**src/rtl/bram_port_arbiter_if.sv**
```systemverilog
// Bus bundle between two BRAM-style requesters (A, B), the arbiter and one
// single-port BRAM.
interface bram_port_arbiter_if #(
  parameter int DATA_WIDTH      = 64,
  parameter int BRAM_ADDR_WIDTH = 12
);
  // Handshake: an access transfers in the cycle where req && gnt. The requester
  // holds req and its payload stable until gnt; gnt never rises without req.
  logic                         a_req;
  logic                         a_gnt;
  logic [DATA_WIDTH/8-1:0]      a_we;
  logic [BRAM_ADDR_WIDTH-1:0]   a_addr;
  logic [DATA_WIDTH-1:0]        a_wrdata;
  logic                         a_rvalid;
  logic [DATA_WIDTH-1:0]        a_rddata;

  logic                         b_req;
  logic                         b_gnt;
  logic [DATA_WIDTH/8-1:0]      b_we;
  logic [BRAM_ADDR_WIDTH-1:0]   b_addr;
  logic [DATA_WIDTH-1:0]        b_wrdata;
  logic                         b_rvalid;
  logic [DATA_WIDTH-1:0]        b_rddata;

  logic                         bram_en;
  logic [DATA_WIDTH/8-1:0]      bram_we;
  logic [BRAM_ADDR_WIDTH-1:0]   bram_addr;
  logic [DATA_WIDTH-1:0]        bram_wrdata;
  logic [DATA_WIDTH-1:0]        bram_rddata;

  modport slave (
    input  a_req, a_we, a_addr, a_wrdata,
    input  b_req, b_we, b_addr, b_wrdata,
    input  bram_rddata,
    output a_gnt, a_rvalid, a_rddata,
    output b_gnt, b_rvalid, b_rddata,
    output bram_en, bram_we, bram_addr, bram_wrdata
  );

  modport master (
    output a_req, a_we, a_addr, a_wrdata,
    output b_req, b_we, b_addr, b_wrdata,
    output bram_rddata,
    input  a_gnt, a_rvalid, a_rddata,
    input  b_gnt, b_rvalid, b_rddata,
    input  bram_en, bram_we, bram_addr, bram_wrdata
  );
endinterface

```
**src/rtl/bram_port_arbiter.sv**
```systemverilog
// Round-robin sharing of one single-port BRAM between requesters A and B, with
// a read-ownership pipeline so each read's rvalid returns to its issuer only.
module bram_port_arbiter #(
  parameter int DATA_WIDTH      = 64,
  parameter int BRAM_ADDR_WIDTH = 12,
  parameter int READ_LATENCY    = 1
) (
  input  logic               clk,
  input  logic               rstn,
  bram_port_arbiter_if.slave bus
);
  typedef enum logic {OWNER_A = 1'b0, OWNER_B = 1'b1} owner_e;

  owner_e                  last_owner;
  owner_e                  pipe_owner [READ_LATENCY];
  logic [READ_LATENCY-1:0] pipe_valid;
  logic                    a_gnt;
  logic                    b_gnt;
  logic                    rd_issue;

  // On a tie the requester that did not win last time is granted; nothing is
  // granted while reset is held.
  assign a_gnt = rstn && bus.a_req && (!bus.b_req || last_owner == OWNER_B);
  assign b_gnt = rstn && bus.b_req && (!bus.a_req || last_owner == OWNER_A);

  assign rd_issue = (a_gnt && bus.a_we == '0) || (b_gnt && bus.b_we == '0);

  assign bus.a_gnt       = a_gnt;
  assign bus.b_gnt       = b_gnt;
  assign bus.bram_en     = a_gnt || b_gnt;
  assign bus.bram_we     = a_gnt ? bus.a_we : (b_gnt ? bus.b_we : '0);
  assign bus.bram_addr   = a_gnt ? bus.a_addr : bus.b_addr;
  assign bus.bram_wrdata = a_gnt ? bus.a_wrdata : bus.b_wrdata;

  assign bus.a_rddata = bus.bram_rddata;
  assign bus.b_rddata = bus.bram_rddata;
  assign bus.a_rvalid = pipe_valid[READ_LATENCY-1] && pipe_owner[READ_LATENCY-1] == OWNER_A;
  assign bus.b_rvalid = pipe_valid[READ_LATENCY-1] && pipe_owner[READ_LATENCY-1] == OWNER_B;

  always_ff @(posedge clk or negedge rstn) begin
    if (!rstn) begin
      last_owner <= OWNER_B;
      pipe_valid <= '0;
      for (int i = 0; i < READ_LATENCY; i++) begin
        pipe_owner[i] <= OWNER_A;
      end
    end else begin
      if (a_gnt) begin
        last_owner <= OWNER_A;
      end else if (b_gnt) begin
        last_owner <= OWNER_B;
      end
      // Stage 0 captures this cycle's read; the last stage lines up with bram_rddata.
      pipe_valid[0] <= rd_issue;
      pipe_owner[0] <= a_gnt ? OWNER_A : OWNER_B;
      for (int i = 1; i < READ_LATENCY; i++) begin
        pipe_valid[i] <= pipe_valid[i-1];
        pipe_owner[i] <= pipe_owner[i-1];
      end
    end
  end
endmodule

```
**src/flat_wrapper.sv**
```systemverilog
// flat-port wrapper written by rule: the top's interface ports become plain ports
module bram_port_arbiter_flat 
#(
  parameter int DATA_WIDTH      = 64,
  parameter int BRAM_ADDR_WIDTH = 12,
  parameter int READ_LATENCY    = 1
)
  (clk, rstn, bus_a_req, bus_a_we, bus_a_addr, bus_a_wrdata, bus_b_req, bus_b_we, bus_b_addr, bus_b_wrdata, bus_bram_rddata, bus_a_gnt, bus_a_rvalid, bus_a_rddata, bus_b_gnt, bus_b_rvalid, bus_b_rddata, bus_bram_en, bus_bram_we, bus_bram_addr, bus_bram_wrdata);
  bram_port_arbiter_if #(.DATA_WIDTH(DATA_WIDTH), .BRAM_ADDR_WIDTH(BRAM_ADDR_WIDTH)) bus_i ();
  input  logic clk;
  input  logic rstn;
  input wire logic [$bits(bus_i.a_req)-1:0] bus_a_req;
  input wire logic [$bits(bus_i.a_we)-1:0] bus_a_we;
  input wire logic [$bits(bus_i.a_addr)-1:0] bus_a_addr;
  input wire logic [$bits(bus_i.a_wrdata)-1:0] bus_a_wrdata;
  input wire logic [$bits(bus_i.b_req)-1:0] bus_b_req;
  input wire logic [$bits(bus_i.b_we)-1:0] bus_b_we;
  input wire logic [$bits(bus_i.b_addr)-1:0] bus_b_addr;
  input wire logic [$bits(bus_i.b_wrdata)-1:0] bus_b_wrdata;
  input wire logic [$bits(bus_i.bram_rddata)-1:0] bus_bram_rddata;
  output wire logic [$bits(bus_i.a_gnt)-1:0] bus_a_gnt;
  output wire logic [$bits(bus_i.a_rvalid)-1:0] bus_a_rvalid;
  output wire logic [$bits(bus_i.a_rddata)-1:0] bus_a_rddata;
  output wire logic [$bits(bus_i.b_gnt)-1:0] bus_b_gnt;
  output wire logic [$bits(bus_i.b_rvalid)-1:0] bus_b_rvalid;
  output wire logic [$bits(bus_i.b_rddata)-1:0] bus_b_rddata;
  output wire logic [$bits(bus_i.bram_en)-1:0] bus_bram_en;
  output wire logic [$bits(bus_i.bram_we)-1:0] bus_bram_we;
  output wire logic [$bits(bus_i.bram_addr)-1:0] bus_bram_addr;
  output wire logic [$bits(bus_i.bram_wrdata)-1:0] bus_bram_wrdata;
  assign bus_i.a_req = bus_a_req;
  assign bus_i.a_we = bus_a_we;
  assign bus_i.a_addr = bus_a_addr;
  assign bus_i.a_wrdata = bus_a_wrdata;
  assign bus_i.b_req = bus_b_req;
  assign bus_i.b_we = bus_b_we;
  assign bus_i.b_addr = bus_b_addr;
  assign bus_i.b_wrdata = bus_b_wrdata;
  assign bus_i.bram_rddata = bus_bram_rddata;
  assign bus_a_gnt = bus_i.a_gnt;
  assign bus_a_rvalid = bus_i.a_rvalid;
  assign bus_a_rddata = bus_i.a_rddata;
  assign bus_b_gnt = bus_i.b_gnt;
  assign bus_b_rvalid = bus_i.b_rvalid;
  assign bus_b_rddata = bus_i.b_rddata;
  assign bus_bram_en = bus_i.bram_en;
  assign bus_bram_we = bus_i.bram_we;
  assign bus_bram_addr = bus_i.bram_addr;
  assign bus_bram_wrdata = bus_i.bram_wrdata;
  bram_port_arbiter #(.DATA_WIDTH(DATA_WIDTH), .BRAM_ADDR_WIDTH(BRAM_ADDR_WIDTH), .READ_LATENCY(READ_LATENCY)) u_core (.clk(clk), .rstn(rstn), .bus(bus_i));
endmodule
```
**config.mk**
```make
export PLATFORM = sky130hd
export DESIGN_NAME = bram_port_arbiter_flat
export DESIGN_NICKNAME = d
export VERILOG_FILES = /design/src/rtl/bram_port_arbiter_if.sv /design/src/rtl/bram_port_arbiter.sv /design/src/flat_wrapper.sv
export SDC_FILE = /design/constraint.sdc
export NUM_CORES = 1
export LEC_CHECK = 0
export CAP_MARGIN = 20
export CELL_PAD_IN_SITES_DETAIL_PLACEMENT = 1
export CELL_PAD_IN_SITES_GLOBAL_PLACEMENT = 2
export CORE_AREA = 5 5 173 175
export DETAILED_ROUTE_END_ITERATION = 6
export DIE_AREA = 0 0 178 180
export HOLD_SLACK_MARGIN = 0.1
export PLACE_DENSITY = 0.95
export SETUP_SLACK_MARGIN = 0.5
export SKIP_CTS_REPAIR_TIMING = 1
export SLEW_MARGIN = 15
export SYNTH_ARGS = -nofsm -noshare
export SYNTH_HDL_FRONTEND = slang
export SYNTH_SLANG_ARGS = --single-unit
```
**constraint.sdc**
```tcl
create_clock -name clk -period 1.7 [get_ports clk]
set_input_delay 0.34 -clock clk [delete_from_list [all_inputs] [get_ports clk]]
set_output_delay 0.34 -clock clk [all_outputs]
set_load 0.01 [all_outputs]
```
==> impl_metrics.toml, run 1 <==
[critical_path]
cp.arrival_ps = 1790
r2r-end = "u_core.pipe_valid$_DFF_PN0_"
cp_max_fo = 8
crit_type = "register to output port"
start_kind = "register"
endpoint_kind = "output port"
cp.required_ps = 1360
r2r_start = "u_core.last_owner$_DFFE_PN1P_"
worstRegToRegCells = 6
reg2reg_setup_slack_ps = 330

[sta]
fin_skew_ps = 0.162
timing.setup.tns_ps = -33250
rsz0062_at_grt = "true"
layout_min_cycle_time_ps = 2130
layout_worst_path_cycle_share_pct = 125
worst_slew_pin_slew_ps = 230
setup_ws_ps = -429
drv_slew = 0
finalHoldViolCount = 0
max_slew_margin_pct = 84.5
holdWs_ps = 223
fmax_mhz = 470
setup_viol = 85

[final_layout]
diodes = 0
finalNetCount = 643
finalNonFillerCells = 790
multiInputGateArea_um2 = 1350
layout-drive-gt1-share_pct = 53.7
final_util_pct = 18.5
fillers = 3235
seq_area_um2 = 76.3
area_growth_pct = 125

[cts]
clock_latency_ps = 230
root_buffer = "clkbuf_16"
cts_tree = "built"
ctsLongestPathBuffers = 2
htreeDepth = 1
cts_buffers = 3
cts_sinks = 3
clk_pin_slew_ps = 30

[power_and_ir_drop]
p_per_area_nw_per_um2 = 365
leakage_nw = 2.24
irDropWorstVdd_uv = 122

[die]
die_x_um = 178
die-height_um = 180
io_pins = 453
initial_utilization_pct = 8.21
fp.coreArea_um2 = 28300
num_rows = 62
die_area_um2 = 32000

[place]
hpwl_um = 11200
gp_congestion = 0.841
portBuffers = 260
dp_slack_ps = -1060
place_inst = 765

[global_routing]
grt_start_max_net_pins = 37
grt_remaining_overflow = 0
antenna_found_initial = 0
grt_pass1_vias = 2692
grtUsageTotal_pct = 7.08
grt_pass1_wl_um = 17100

[routing]
wl_met1_um = 5140
wl_per_cell_um = 17.9
drtAntennaViolNets = 0
route.met2.wl_um = 6760
vias_per_cell = 2.95
vias = 2327
first_iter_violations = 23
route.detailed.drc = 0
top_layer = "met4"
drtPass1Iterations = 3
routed_wl_um = 14100
met3_wirelength_um = 2050

[yosys]
synthCells = 240
synth.distinct_cells = 23
synth_largest_area_cell = "buf_4"
syn_nets = 476
yosysWarnings = 0
synth_area_um2 = 2330
synth.ff_latch_count = 3
syn_area_per_cell_um2 = 9.69
synthTopCellsByArea = "buf_4 43%, mux2_2 22%, mux2_4 19%"
synth_top_area_share_pct = 42.6
yosysSeqAreaShare_pct = 3.28

[hold_path]
hold_class = "primary input to asynchronous set/reset pin"

[outcome]
failed_checks = "setup timing"
status = "finished, violations left"

[run]
drv_cap = 0
-- registers in the layout (all words and copies together), names as in the netlist --
name and flops:
u_core.last_owner 1, u_core.pipe_owner 1, u_core.pipe_valid 1
-- metal layers --
layer,up-vias,GRT usage [%]
met5,-,0
met3,22,4.66
met2,229,11.7
li1,1027,-
met1,1049,7.63
met4,0,1.39
-- area by class of cell --
| class | instances | area share, % |
|---|---|---|
| multi-input combinational | 98 | 25.7 |
| sequential | 3 | 1.46 |
| clock buffer | 4 | 1.51 |
| timing repair inverter | 2 | 0.622 |
| inverter | 2 | 0.383 |
| timing repair buffer | 297 | 61.1 |
| tap | 384 | 9.19 |
-- synth_stat cells --
library cell  number
buf_4            132
mux2_2            46
mux2_4            30
a22o_1             7
buf_12             4
dfrtp_1            2
nand2_1            2
nor4_1             2
a2111oi_2          1
a21o_4             1
a21oi_2            1
a22o_2             1
a31o_1             1
and2_1             1
buf_8              1
dfstp_2            1
inv_2              1
inv_4              1
nor2b_1            1
o21a_1             1
o21bai_1           1
or4_1              1
or4_4              1
-- kinds of logic after synthesis --
family          count (synthesis)  share of synthesized area [%]
buf+inv                       139                           47.1
mux                            76                           41.6
compound gates                 14                           5.76
simple gates                    8                           2.21
flops                           3                           3.28
-- power breakdown --
group | total (mW) | switching (mW) | internal (mW)
Clock | 0.380 | 0.0699 | 0.310
Sequential | 0.0824 | 0.00353 | 0.0789
Combinational | 1.45 | 0.463 | 0.982
Total | 1.91 | 0.537 | 1.37
-- layout by cell type (no fill, tap or decap) --
cell	netlist	final
clkdlybuf4s50_1	0	160
buf_6	0	85
mux2_4	30	68
buf_4	132	11
dlymetal6s2s_1	0	10
clkbuf_2	0	10
clkbuf_16	0	9
mux2_2	46	8
a22o_1	7	7
buf_12	4	5
buf_2	0	4
clkinv_8	0	3
buf_8	1	3
nand2_1	2	2
or4_4	1	2
buf_16	0	2
dfrtp_1	2	2
a21oi_4	0	1
inv_2	1	1
a21o_4	1	1
a22o_4	0	1
nor4_1	2	1
nor4_4	0	1
a2111oi_4	0	1
a31o_1	1	1
o21a_1	1	1
nor2b_1	1	1
and2_4	0	1
o21bai_1	1	1
clkbuf_1	0	1
dlygate4sd3_1	0	1
dfstp_2	1	1
-- critical path: stages, from the launching register on --
cell and delay [ps]:
dfstp_2 520, inv_2 40, a21o_4 280, clkinv_8 110, clkbuf_16 170, mux2_4 310
buf_6 120
-- metrics by stage --
step | instance area, um^2 | power [mW]
finish | 5230 | 1.91
floorplan | 2330 | 0.806
detailed placement | 4500 | 1.32
global route | 5230 | 2.00
global placement | 4500 | 1.30
CTS | 4580 | 1.71
-- worst max-delay path by stage --
| stage | endpoint | from | slack (ps) | depth (start not counted) |
|---|---|---|---|---|
| 6_report | bus_bram_wrdata[26] | u_core.last_owner$_DFFE_PN1P_ | -430 | 6 |
| 5_1_grt | bus_bram_wrdata[10] | u_core.last_owner$_DFFE_PN1P_ | -470 | 6 |
| 4_1_cts | bus_bram_wrdata[2] | bus_a_req | -1070 | 7 |
| 3_5_place_dp | bus_bram_wrdata[2] | bus_a_req | -1060 | 7 |
| 3_3_place_gp | bus_bram_wrdata[2] | bus_a_req | -1080 | 7 |
| 2_1_floorplan | bus_bram_addr[0] | u_core.last_owner$_DFFE_PN1P_ | -70 | 6 |
No activity file was read; power rests on OpenSTA's default activity.
==> run 2, diff against run 1 <==
- SLEW_MARGIN: 15 -> 25
==> results of run 2 <==
Same layout as run 1: the final DEF is identical, and so are final timing and power.
